===== src/rtl/seq_bit_serializer.sv =====
`default_nettype none
// ============================================================================
// Module   : seq_bit_serializer
// Purpose  : Parallel-in/serial-out stage feeding the serial sequence detector.
//            Define SER_PARITY_EN to append an even-parity bit to every word.
// Revision : 1.0
// ============================================================================
module seq_bit_serializer #(
  parameter int WIDTH      = 8,
  parameter bit MSB_FIRST  = 1'b1,
  parameter bit IDLE_LEVEL = 1'b0,
  parameter int GAP_CYCLES = 0
) (
  input  logic             clk,
  input  logic             reset,
  input  logic [WIDTH-1:0] in_data,
  input  logic             in_valid,
  output logic             in_ready,
  output logic             serial_out,
  output logic             serial_valid,
  output logic             word_start,
  output logic             busy
);

`ifdef SER_PARITY_EN
  localparam int N_BITS = WIDTH + 1;
`else
  localparam int N_BITS = WIDTH;
`endif
  localparam int                CNT_W      = $clog2(WIDTH + 2);
  localparam logic [CNT_W-1:0] LAST_IDX   = CNT_W'(N_BITS - 1);
  localparam logic [CNT_W-1:0] IDX_ONE    = CNT_W'(1);
`ifdef SER_PARITY_EN
  localparam logic [CNT_W-1:0] DATA_LAST  = CNT_W'(WIDTH - 1);
`endif
  localparam int                GAP_LAST_I = (GAP_CYCLES > 0) ? GAP_CYCLES - 1 : 0;
  localparam logic [3:0]       GAP_LAST   = 4'(GAP_LAST_I);
  localparam logic [3:0]       GAP_ONE    = 4'd1;

  typedef enum logic [1:0] {
    ST_IDLE  = 2'd0,
    ST_SHIFT = 2'd1,
    ST_GAP   = 2'd2
  } state_t;

  state_t           state_q, state_d;
  logic [WIDTH-1:0] shreg_q, shreg_d;
  logic [CNT_W-1:0] idx_q, idx_d;
  logic [3:0]       gap_q, gap_d;
  logic             serial_out_q, serial_out_d;
  logic             serial_valid_q, serial_valid_d;
  logic             word_start_q, word_start_d;
  logic             busy_q, busy_d;
`ifdef SER_PARITY_EN
  logic             parity_q, parity_d;
`endif

  logic             accept;
  logic             first_bit;
  logic             next_bit;
  logic [WIDTH-1:0] load_shreg;
  logic [WIDTH-1:0] next_shreg;

  // The register holds only the bits not yet driven; the bit on serial_out has
  // already been shifted out of it.
  assign first_bit  = MSB_FIRST ? in_data[WIDTH-1] : in_data[0];
  assign load_shreg = MSB_FIRST ? {in_data[WIDTH-2:0], 1'b0} : {1'b0, in_data[WIDTH-1:1]};
  assign next_bit   = MSB_FIRST ? shreg_q[WIDTH-1] : shreg_q[0];
  assign next_shreg = MSB_FIRST ? {shreg_q[WIDTH-2:0], 1'b0} : {1'b0, shreg_q[WIDTH-1:1]};

  always_comb begin
    in_ready = 1'b0;
    case (state_q)
      ST_IDLE:  in_ready = 1'b1;
      ST_SHIFT: in_ready = (GAP_CYCLES == 0) && (idx_q == LAST_IDX);
      ST_GAP:   in_ready = (gap_q == GAP_LAST);
      default:  in_ready = 1'b0;
    endcase
  end

  assign accept = in_valid && in_ready;

  always_comb begin
    state_d        = state_q;
    shreg_d        = shreg_q;
    idx_d          = idx_q;
    gap_d          = gap_q;
    serial_out_d   = IDLE_LEVEL;
    serial_valid_d = 1'b0;
    word_start_d   = 1'b0;
`ifdef SER_PARITY_EN
    parity_d       = parity_q;
`endif
    case (state_q)
      ST_SHIFT: begin
        if (idx_q == LAST_IDX) begin
          idx_d = '0;
          if (GAP_CYCLES > 0) begin
            state_d = ST_GAP;
            gap_d   = '0;
          end else begin
            state_d = ST_IDLE;
          end
        end else begin
          idx_d          = idx_q + IDX_ONE;
          serial_valid_d = 1'b1;
`ifdef SER_PARITY_EN
          if (idx_q == DATA_LAST) begin
            serial_out_d = parity_q;
          end else begin
            serial_out_d = next_bit;
            shreg_d      = next_shreg;
          end
`else
          serial_out_d = next_bit;
          shreg_d      = next_shreg;
`endif
        end
      end
      ST_GAP: begin
        if (gap_q == GAP_LAST) begin
          state_d = ST_IDLE;
          gap_d   = '0;
        end else begin
          gap_d = gap_q + GAP_ONE;
        end
      end
      default: ;
    endcase
    // in_ready is only high where an accept legitimately starts a new word.
    if (accept) begin
      state_d        = ST_SHIFT;
      idx_d          = '0;
      gap_d          = '0;
      shreg_d        = load_shreg;
      serial_out_d   = first_bit;
      serial_valid_d = 1'b1;
      word_start_d   = 1'b1;
`ifdef SER_PARITY_EN
      parity_d       = ^in_data;
`endif
    end
    busy_d = (state_d != ST_IDLE);
  end

  always_ff @(posedge clk) begin
    if (reset) begin
      state_q        <= ST_IDLE;
      shreg_q        <= '0;
      idx_q          <= '0;
      gap_q          <= '0;
      serial_out_q   <= IDLE_LEVEL;
      serial_valid_q <= 1'b0;
      word_start_q   <= 1'b0;
      busy_q         <= 1'b0;
`ifdef SER_PARITY_EN
      parity_q       <= 1'b0;
`endif
    end else begin
      state_q        <= state_d;
      shreg_q        <= shreg_d;
      idx_q          <= idx_d;
      gap_q          <= gap_d;
      serial_out_q   <= serial_out_d;
      serial_valid_q <= serial_valid_d;
      word_start_q   <= word_start_d;
      busy_q         <= busy_d;
`ifdef SER_PARITY_EN
      parity_q       <= parity_d;
`endif
    end
  end

  assign serial_out   = serial_out_q;
  assign serial_valid = serial_valid_q;
  assign word_start   = word_start_q;
  assign busy         = busy_q;

endmodule
`default_nettype wire


===== config.mk =====
export PLATFORM = sky130hd
export DESIGN_NAME = seq_bit_serializer
export DESIGN_NICKNAME = d
export VERILOG_FILES = /design/src/rtl/seq_bit_serializer.sv
export SDC_FILE = /design/constraint.sdc
export NUM_CORES = 1
export LEC_CHECK = 0
export ABC_AREA = 1
export ABC_CLOCK_PERIOD_IN_PS = 1650
export CAP_MARGIN = 20
export CORE_MARGIN = 10
export CORE_UTILIZATION = 45
export DETAILED_ROUTE_END_ITERATION = 8
export HOLD_SLACK_MARGIN = 0.08
export PLACE_DENSITY = 0.68
export SLEW_MARGIN = 20
export SYNTH_ARGS = -nofsm -noshare
export SYNTH_HDL_FRONTEND = slang
export SYNTH_SLANG_ARGS = --single-unit

===== constraint.sdc =====
create_clock -name clk -period 1.65 [get_ports clk]
set_input_delay 0.4125 -clock clk [delete_from_list [all_inputs] [get_ports clk]]
set_output_delay 0.4125 -clock clk [all_outputs]
set_load 0.01 [all_outputs]

Word-level counts from Yosys, hierarchy flattened
Cells that the tools add are included.
Word-level totals
  register bits after elaboration: 21
  input port bits: 11
  output and inout port bits: 5
  word-level logic and storage cells: 38
Operators by class
  $add $sub $neg: 2
  eq/ne operators: 4
  mux-type cells: 17
  reduce and logical (&&, ||, !) cells: 7
Operators by type and width (count)
  8-bit 2-to-1 mux: 3
  4-bit by 1-bit adder with 4-bit output, second input constant: 2
  4-bit 2-to-1 mux: 2
  1-bit 2-to-1 mux: 7
  2-bit 2-to-1 mux: 3
  4-bit by 3-bit == test with 1-bit output, second input constant: 1
  4-bit zero test: 1
  2-bit one-hot mux with 2 select lines: 1
  2-bit nonzero test: 2
  1-bit one-hot mux with 3 select lines: 1
  2-bit by 1-bit == test with 1-bit output, second input constant: 1
  2-bit == test, second input constant: 1
  2-bit zero test: 1
  2-bit inequality test, second input constant: 1
  2-bit AND reduction: 1
  2-bit OR reduction: 1
  1-bit logical AND: 1

Logic depth before layout (Yosys ltp)
Gate-level depths: netlist (run 1).
  word-level depth: 5
  depth in mapped cells: 12
  gate-level depth less buffers: 12

Worst setup path before layout (run 1)
No wires, ideal clock.
  path kind: register -> output
  start: register state_q[0]
  end: output in_ready
  arrival: 1.091 ns
  required time: 1.237 ns
  slack: 0.146 ns
  stages on the path, launching flop included: 7
  path buffers: 0
  path through: dfxtp_1 > inv_1 > ha_1 > nand3_1 > nand3_4 > nand2_1 > inv_2
Between the ends
  word-level cells in the longest chain between the ends: 2
  elaborated cells between the ends (all ways): 4
  classes of those cells: eq/ne: 2; mux: 1; reduce/logical: 1
RTL lines
  start, declared: RTL line 46  | state_t state_q, state_d;
  start signal, assigned: RTL line 160  | state_q <= state_d;
  2-bit == test (tied with other cells): RTL line 73  | case (state_q)
  1-bit one-hot mux with 3 select lines (*): RTL line 73
  end, declared: RTL line 18  | output logic in_ready,
Every way passes the cells marked *; elsewhere a longest branch is shown, timed or not.

Worst setup path after layout (run 1)
  start: register state_q[1]
  end: output in_ready
The elaborated chain is that of the path after synthesis.

==> impl_metrics.env, run 1 <==
export IMPL_status="finished with violations"
export IMPL_violated_checks="setup timing"
export IMPL_netSwitchingPower_mw=0.286
export IMPL_netlist_area_um2=1050
export IMPL_dpl_worst_slack_ns=-0.233
export IMPL_path_cells="buf_12, ha_4, nand3_4, nand3_4, nand2_2, inv_2, buf_6"
export IMPL_p_clk_frac=0.247
export IMPL_root_cell_of_the_clock_tree="sky130_fd_sc_hd__clkbuf_4"
export IMPL_yosysUniqueCellTypes=22
export IMPL_cts_sinks=21
export IMPL_track_usage=0.130
export IMPL_p_seq_frac=0.539
export IMPL_route_detailed_wl_per_inst_um=13.4
export IMPL_num_nets_final=210
export IMPL_critPathSlowestCell="sky130_fd_sc_hd__dfxtp_4"
export IMPL_die_area_um2=4670
export IMPL_fmax_mhz=567
export IMPL_detail_route_vias_per_cell=4.89
export IMPL_worst_endpoint_arrival_ns=1.35
export IMPL_synth_ff_latch_count=21
export IMPL_cts_tree="done"
export IMPL_p_comb_frac=0.214
export IMPL_route_final_wire_length_um=2930
export IMPL_max_cap_viol_count=0
export IMPL_final_setup_viol_count=2
export IMPL_cell_seen_most_often_among_critical_path_stages="sky130_fd_sc_hd__nand3_4"
export IMPL_maxSlewViolCount=0
export IMPL_io_buffer_count=15
export IMPL_synthesis_nets=161
export IMPL_die_w_um=68.4
export IMPL_critical_path_max_stage_delay_ns=0.39
export IMPL_grt_pass1_wl_um=4800
export IMPL_avgSynthCellArea_um2=7.36
export IMPL_post_route_worst_setup_slack_ns=-0.114
export IMPL_timing_hold_violations_final=0
export IMPL_place_hpwl_um=1760
export IMPL_core_rowCount=17
export IMPL_antenna_found_initial=0
export IMPL_postRouteAntennaNets=0
export IMPL_cts_buffers=3
export IMPL_first_global_vias=1107
export IMPL_dr_pass1_iters=4
export IMPL_globalRouteMet3Util=0.0261
export IMPL_post_route_period_util=1.07
export IMPL_hold_class="reg -> reg"
export IMPL_drc_violation_count_after_routing=0
export IMPL_layout_drive_gt1_share=0.330
export IMPL_timing_critical_path_from_type="register"
export IMPL_clk_latency_ns=0.30
export IMPL_place_congestion=0.761
export IMPL_grt_ovf=0
export IMPL_grt_use_met2=0.236
export IMPL_design_core_area_um2=2210
export IMPL_rsz0062_at_grt="yes"
export IMPL_power_density_nw_per_um2=632
export IMPL_cts_hold_buf=0
export IMPL_grt_max_degree=13
export IMPL_power_leakage_nw=0.749
export IMPL_ys_warn_count=0
export IMPL_routed_via_count=1072
export IMPL_crit_end_category="primary output"
export IMPL_floorplan_io_pins=16
export IMPL_clk_path_buf_depth=2
export IMPL_worst_ir_drop_on_vdd_mv=0.491
export IMPL_starting_utilization_of_the_core_area=0.476
export IMPL_area_growth_syn_to_layout_pct=52.9
export IMPL_die_h_um=68.4
export IMPL_slew_limit_headroom=0.829
export IMPL_clkTransAtPathRegs_ns=0.13
export IMPL_n_antenna_cell=0
export IMPL_cell_internal_pwr_mw=0.731
export IMPL_grt_most_used_layer="met2"
export IMPL_power_share_switching=0.281
export IMPL_drtIter0Drc=21
export IMPL_cp_data_required_time_ns=1.24
export IMPL_max_slew_worst_pin_slew_ns=0.256
export IMPL_fin_skew_ns=0.00683
export IMPL_worst_setup_path_type="reg -> out"
export IMPL_period_minus_slack_ns=1.76
export IMPL_postPlaceCellArea_um2=1370
export IMPL_stdcell_area_um2=1610
export IMPL_grt_met1_usage=0.147
export IMPL_critPathMaxFanout=3
export IMPL_register_area_share_after_synthesis=0.400
export IMPL_syn_instance_count=143
export IMPL_cts_htree_levels=1
==> metrics by stage <==
step	hold slack [ns]	setup TNS [ns]	util	total power, mW	std cells
6_report	0.489	-0.189	0.727	1.02	219
4_1_cts	0.491	-0.146	0.696	1.00	216
3_3_place_gp	0.460	-0.207	0.618	0.743	201
2_1_floorplan	0.443	0	-	0.662	143
5_1_grt	0.502	-0.624	0.727	1.06	219
3_5_place_dp	0.471	-0.233	0.618	0.747	201
==> metal layers <==
metal	share of wire	vias to the layer above
met2	0.50	13
met1	0.46	502
met3	0.029	4
li1	-	553
met5	0	-
met4	0.012	0
==> logic make-up after synthesis <==
| kind of cell | Yosys count | share of synthesized area |
|---|---|---|
| and+or+nand+nor | 76 | 0.345 |
| buffers and inverters | 24 | 0.0927 |
| DFF | 21 | 0.400 |
| AOI/OAI and AO/OA | 13 | 0.0630 |
| adders and majority gates | 7 | 0.0832 |
| xor gates and xnor gates | 2 | 0.0166 |
==> final timing paths <==
check | end | cells after the start | start | slack [ns]
hold / removal | serial_out$_SDFF_PP0_ | 2 | shreg_q[7]$_SDFFE_PP0P_ | 0.49
setup reg to reg | idx_q[2]$_SDFFE_PP0N_ | 11 | idx_q[0]$_SDFFE_PP0N_ | -0.08
hold reg to reg | serial_out$_SDFF_PP0_ | 2 | shreg_q[7]$_SDFFE_PP0P_ | 0.49
setup / recovery | in_ready | 7 | state_q[1]$_SDFF_PP0_ | -0.11
==> synthesized netlist by cell type <==
| library cell | n | area, um2 |
|---|---|---|
| sky130_fd_sc_hd__a21oi_1 | 11 | 55.1 |
| sky130_fd_sc_hd__a31oi_1 | 1 | 6.26 |
| sky130_fd_sc_hd__buf_1 | 1 | 3.75 |
| sky130_fd_sc_hd__buf_6 | 1 | 11.3 |
| sky130_fd_sc_hd__clkbuf_1 | 1 | 3.75 |
| sky130_fd_sc_hd__clkinv_1 | 2 | 7.51 |
| sky130_fd_sc_hd__dfxtp_1 | 21 | 420 |
| sky130_fd_sc_hd__ha_1 | 7 | 87.6 |
| sky130_fd_sc_hd__inv_1 | 14 | 52.6 |
| sky130_fd_sc_hd__inv_2 | 5 | 18.8 |
| sky130_fd_sc_hd__nand2_1 | 36 | 135 |
| sky130_fd_sc_hd__nand2_2 | 4 | 25.0 |
| sky130_fd_sc_hd__nand3_1 | 10 | 50.1 |
| sky130_fd_sc_hd__nand3_4 | 2 | 35.0 |
| sky130_fd_sc_hd__nand3b_1 | 1 | 7.51 |
| sky130_fd_sc_hd__nand4_1 | 8 | 50.1 |
| sky130_fd_sc_hd__nor2_1 | 13 | 48.8 |
| sky130_fd_sc_hd__nor2_2 | 1 | 6.26 |
| sky130_fd_sc_hd__nor3_1 | 1 | 5.00 |
| sky130_fd_sc_hd__o21ai_0 | 1 | 5.00 |
| sky130_fd_sc_hd__xnor2_1 | 1 | 8.76 |
| sky130_fd_sc_hd__xor2_1 | 1 | 8.76 |
==> power groups by stage <==
stage               Sequential [mW]  Clock, mW  Combinational (mW)
CTS                           0.547      0.254               0.202
floorplan                     0.561          0               0.102
global route                  0.552      0.273               0.240
detailed placement            0.558          0               0.190
finish                        0.548      0.251               0.218
global placement              0.557          0               0.186
==> final cells by class <==
class	instances	area, um2
clock buffer	3	22.5
clock inverter	1	5.00
fill	160	603
inverter	21	83.8
multi-input combinational	98	616
sequential	21	430
tap	28	35.0
timing repair buffer	47	417
==> worst max-delay path, delay by kind of cell, from the launching register on <==
kind                     cells  cell delay (ns)
adder cells (fa/ha/maj)      1             0.16
flip-flops                   1             0.39
AND/OR/NAND/NOR              3             0.23
buffers and inverters        3             0.27
==> placed cells by master, fill, tap and decap left out <==
cell	Yosys	layout
sky130_fd_sc_hd__a21oi_1	11	11
sky130_fd_sc_hd__a31oi_1	1	1
sky130_fd_sc_hd__buf_12	0	2
sky130_fd_sc_hd__buf_4	0	30
sky130_fd_sc_hd__buf_6	1	1
sky130_fd_sc_hd__clkbuf_4	0	3
sky130_fd_sc_hd__clkdlybuf4s50_1	0	14
sky130_fd_sc_hd__clkinv_1	2	2
sky130_fd_sc_hd__clkinv_2	0	1
sky130_fd_sc_hd__dfxtp_1	21	17
sky130_fd_sc_hd__dfxtp_2	0	2
sky130_fd_sc_hd__dfxtp_4	0	2
sky130_fd_sc_hd__ha_1	7	3
sky130_fd_sc_hd__ha_2	0	1
sky130_fd_sc_hd__ha_4	0	3
sky130_fd_sc_hd__inv_1	14	11
sky130_fd_sc_hd__inv_2	5	6
sky130_fd_sc_hd__inv_4	0	2
sky130_fd_sc_hd__nand2_1	36	35
sky130_fd_sc_hd__nand2_2	4	2
sky130_fd_sc_hd__nand2_4	0	2
sky130_fd_sc_hd__nand2_8	0	1
sky130_fd_sc_hd__nand3_1	10	9
sky130_fd_sc_hd__nand3_4	2	3
sky130_fd_sc_hd__nand3b_1	1	1
sky130_fd_sc_hd__nand4_1	8	8
sky130_fd_sc_hd__nor2_1	13	12
sky130_fd_sc_hd__nor2_2	1	2
sky130_fd_sc_hd__nor3_1	1	1
sky130_fd_sc_hd__o21ai_0	1	1
sky130_fd_sc_hd__xnor2_1	1	1
sky130_fd_sc_hd__xor2_1	1	1
==> flip-flops by register name, indices dropped and copies added (netlist names) <==
register,cells
serial_out,1
word_start,1
gap_q,4
serial_valid,1
state_q,2
idx_q,4
busy,1
shreg_q,7
==> repair_timing <==
action                     CTS  global route
setup buffers               11             4
gates cloned                 0             0
setup endpoints to repair    1            19
resized for setup           19            12
pin swaps                    5             4
No activity file was read; power rests on OpenSTA's default activity.
==> run 2, diff against run 1 <==
- CELL_PAD_IN_SITES_DETAIL_PLACEMENT: default -> 2
- CELL_PAD_IN_SITES_GLOBAL_PLACEMENT: default -> 2
- CORE_UTILIZATION: 45 -> 29
- PLACE_DENSITY: 0.68 -> default
- PLACE_DENSITY_LB_ADDON: default -> 0.1
==> run 2 against run 1 <==
Against the previous run: the flow still finishes with violations (setup timing); first-iteration DRC count increased by 9.5%; non-clock buffer count decreased by 5; clock power is 4% higher; die area grew 38%; core utilization fell by 26 points; wire length is 29% higher; register-to-register slack better by 0.18 ns; global-route usage decreased by 1.4 points; worst setup slack improved by 0.0096 ns.
==> impl_metrics.env, run 2 (synthesis gave the netlist of run 1 again) <==
export IMPL_status="finished with violations"
export IMPL_violated_checks="setup timing"
export IMPL_power_leakage_nw=0.757
export IMPL_worst_endpoint_arrival_ns=1.34
export IMPL_top_layer_used="met4"
export IMPL_grt_pass1_wl_um=5940
export IMPL_critical_path_max_stage_delay_ns=0.36
export IMPL_grt_max_degree=17
export IMPL_mostFrequentLayoutCell="sky130_fd_sc_hd__nand2_1"
export IMPL_route_detailed_wl_per_inst_um=16.3
export IMPL_die_area_um2=6440
export IMPL_routed_via_count=1076
export IMPL_drtIter0Drc=23
export IMPL_maxSlewViolCount=0
export IMPL_wl_met1_um=1620
export IMPL_post_route_worst_setup_slack_ns=-0.104
export IMPL_nFillCells=389
export IMPL_fmax_mhz=570
export IMPL_registers_top_by_ff_count="shreg_q"
export IMPL_worst_ir_drop_on_vdd_mv=0.366
export IMPL_core_rowCount=21
export IMPL_design_core_area_um2=3420
export IMPL_register_area_um2=429
export IMPL_timing_critical_path_from_type="register"
export IMPL_area_growth_syn_to_layout_pct=51.7
export IMPL_path_cells="inv_2, ha_4, nand2_4, inv_4, nand2_4, nand3_4, nand2_2, inv_2, buf_6"
export IMPL_max_slew_worst_pin_slew_ns=0.227
export IMPL_rsz0062_at_grt="yes"
export IMPL_power_density_nw_per_um2=654
export IMPL_first_global_vias=1240
export IMPL_clk_path_buf_depth=2
export IMPL_detail_route_vias_per_cell=4.64
export IMPL_largest_reg_flops=7
export IMPL_place_congestion=0.821
export IMPL_dr_pass1_iters=3
export IMPL_critPathMaxFanout=2
export IMPL_grt_ovf=0
export IMPL_cts_sinks=21
export IMPL_io_buffer_count=15
export IMPL_timing_hold_violations_final=0
export IMPL_cts_buffers=3
export IMPL_met3WireLength_um=76
export IMPL_layout_common_cells="sky130_fd_sc_hd__nand2_1, sky130_fd_sc_hd__buf_4, sky130_fd_sc_hd__dfxtp_1, sky130_fd_sc_hd__nor2_1, sky130_fd_sc_hd__clkdlybuf4s50_1"
export IMPL_track_usage=0.116
export IMPL_postRouteAntennaNets=0
export IMPL_n_antenna_cell=0
export IMPL_drc_violation_count_after_routing=0
export IMPL_worstHoldPathCells=2
export IMPL_layout_drive_gt1_share=0.339
export IMPL_place_hpwl_um=2540
export IMPL_met2_length_um=2020
export IMPL_starting_utilization_of_the_core_area=0.308
export IMPL_cts_htree_levels=1
export IMPL_die_h_um=80.2
export IMPL_die_w_um=80.2
export IMPL_num_nets_final=205
export IMPL_floorplan_io_pins=16
export IMPL_clk_latency_ns=0.32
export IMPL_root_cell_of_the_clock_tree="sky130_fd_sc_hd__clkbuf_4"
export IMPL_max_cap_viol_count=0
export IMPL_reg_top3="shreg_q: 7 flops, gap_q: 4 flops, idx_q: 4 flops"
export IMPL_slew_limit_headroom=0.847
export IMPL_non_filler_cells_in_the_finished_layout=232
export IMPL_post_route_period_util=1.06
export IMPL_period_minus_slack_ns=1.75
export IMPL_clkTransAtPathRegs_ns=0.11
export IMPL_final_setup_viol_count=1
export IMPL_worst_setup_path_type="reg -> out"
export IMPL_hold_class="reg -> reg"
export IMPL_cts_tree="done"
export IMPL_critPathSlowestCell="sky130_fd_sc_hd__dfxtp_2"
export IMPL_antenna_found_initial=0
export IMPL_r2r_worst_path_depth=10
export IMPL_dpl_cell_count=223
export IMPL_cp_data_required_time_ns=1.24
export IMPL_crit_end_category="primary output"
export IMPL_multiInputGateArea_um2=623
export IMPL_cts_hold_buf=0
export IMPL_route_final_wire_length_um=3770
export IMPL_fin_skew_ns=0.00807
export IMPL_dpl_worst_slack_ns=-0.274
-- run 2: worst paths after layout --
check                                        startpoint                       to  slack, ns
worst max-delay path              state_q[1]$_SDFF_PP0_                 in_ready      -0.10
worst max register to register    state_q[1]$_SDFF_PP0_  shreg_q[4]$_SDFFE_PP0P_       0.10
worst min-delay path            shreg_q[6]$_SDFFE_PP0P_  shreg_q[6]$_SDFFE_PP0P_       0.49
worst min register to register  shreg_q[6]$_SDFFE_PP0P_  shreg_q[6]$_SDFFE_PP0P_       0.49
-- run 2: routing by layer --
layer,up-vias,track usage
met1,519,0.117
met5,-,0
met4,0,0.0423
li1,540,-
met2,13,0.228
met3,4,0.0200
-- run 2: where the power goes --
group / internal, mW / leakage (nW) / switching (mW)
clock network: 0.0948 / 0.0150 / 0.167
logic: 0.112 / 0.568 / 0.117
registers: 0.535 / 0.175 / 0.0175
-- run 2: what timing repair did --
action	in CTS	in global routing
setup endpoints to repair	4	16
pin swaps	3	4
buffers inserted	2	4
resized for setup	25	15
hold endpoints to repair	0	0
-- run 2: per-stage QoR --
stage          instance area [um2]  TNS [ns]  hold WS, ns   util  power, mW
2_1_floorplan                 1050         0        0.443      -      0.662
3_3_place_gp                  1420    -0.218        0.463  0.415      0.761
3_5_place_dp                  1420    -0.274        0.471  0.415      0.773
4_1_cts                       1520    -0.136        0.491  0.444       1.05
5_1_grt                       1600    -0.199        0.511  0.467       1.11
6_report                      1600    -0.104        0.491  0.467       1.04
-- run 2: layout make-up --
type	instances	area share
Timing Repair Buffer	42	0.235
Sequential cell	21	0.269
Multi-Input combinational cell	98	0.390
Inverter	21	0.0533
Tap cell	46	0.0361
Clock buffer	4	0.0165
-- run 2: worst max-delay path: cells and delay by family, from the launching register on --
| kind | cells | cell delay [ns] |
|---|---|---|
| adder cells (fa/ha/maj) | 1 | 0.17 |
| flip-flops | 1 | 0.36 |
| AND/OR/NAND/NOR | 4 | 0.25 |
| buffers and inverters | 4 | 0.25 |
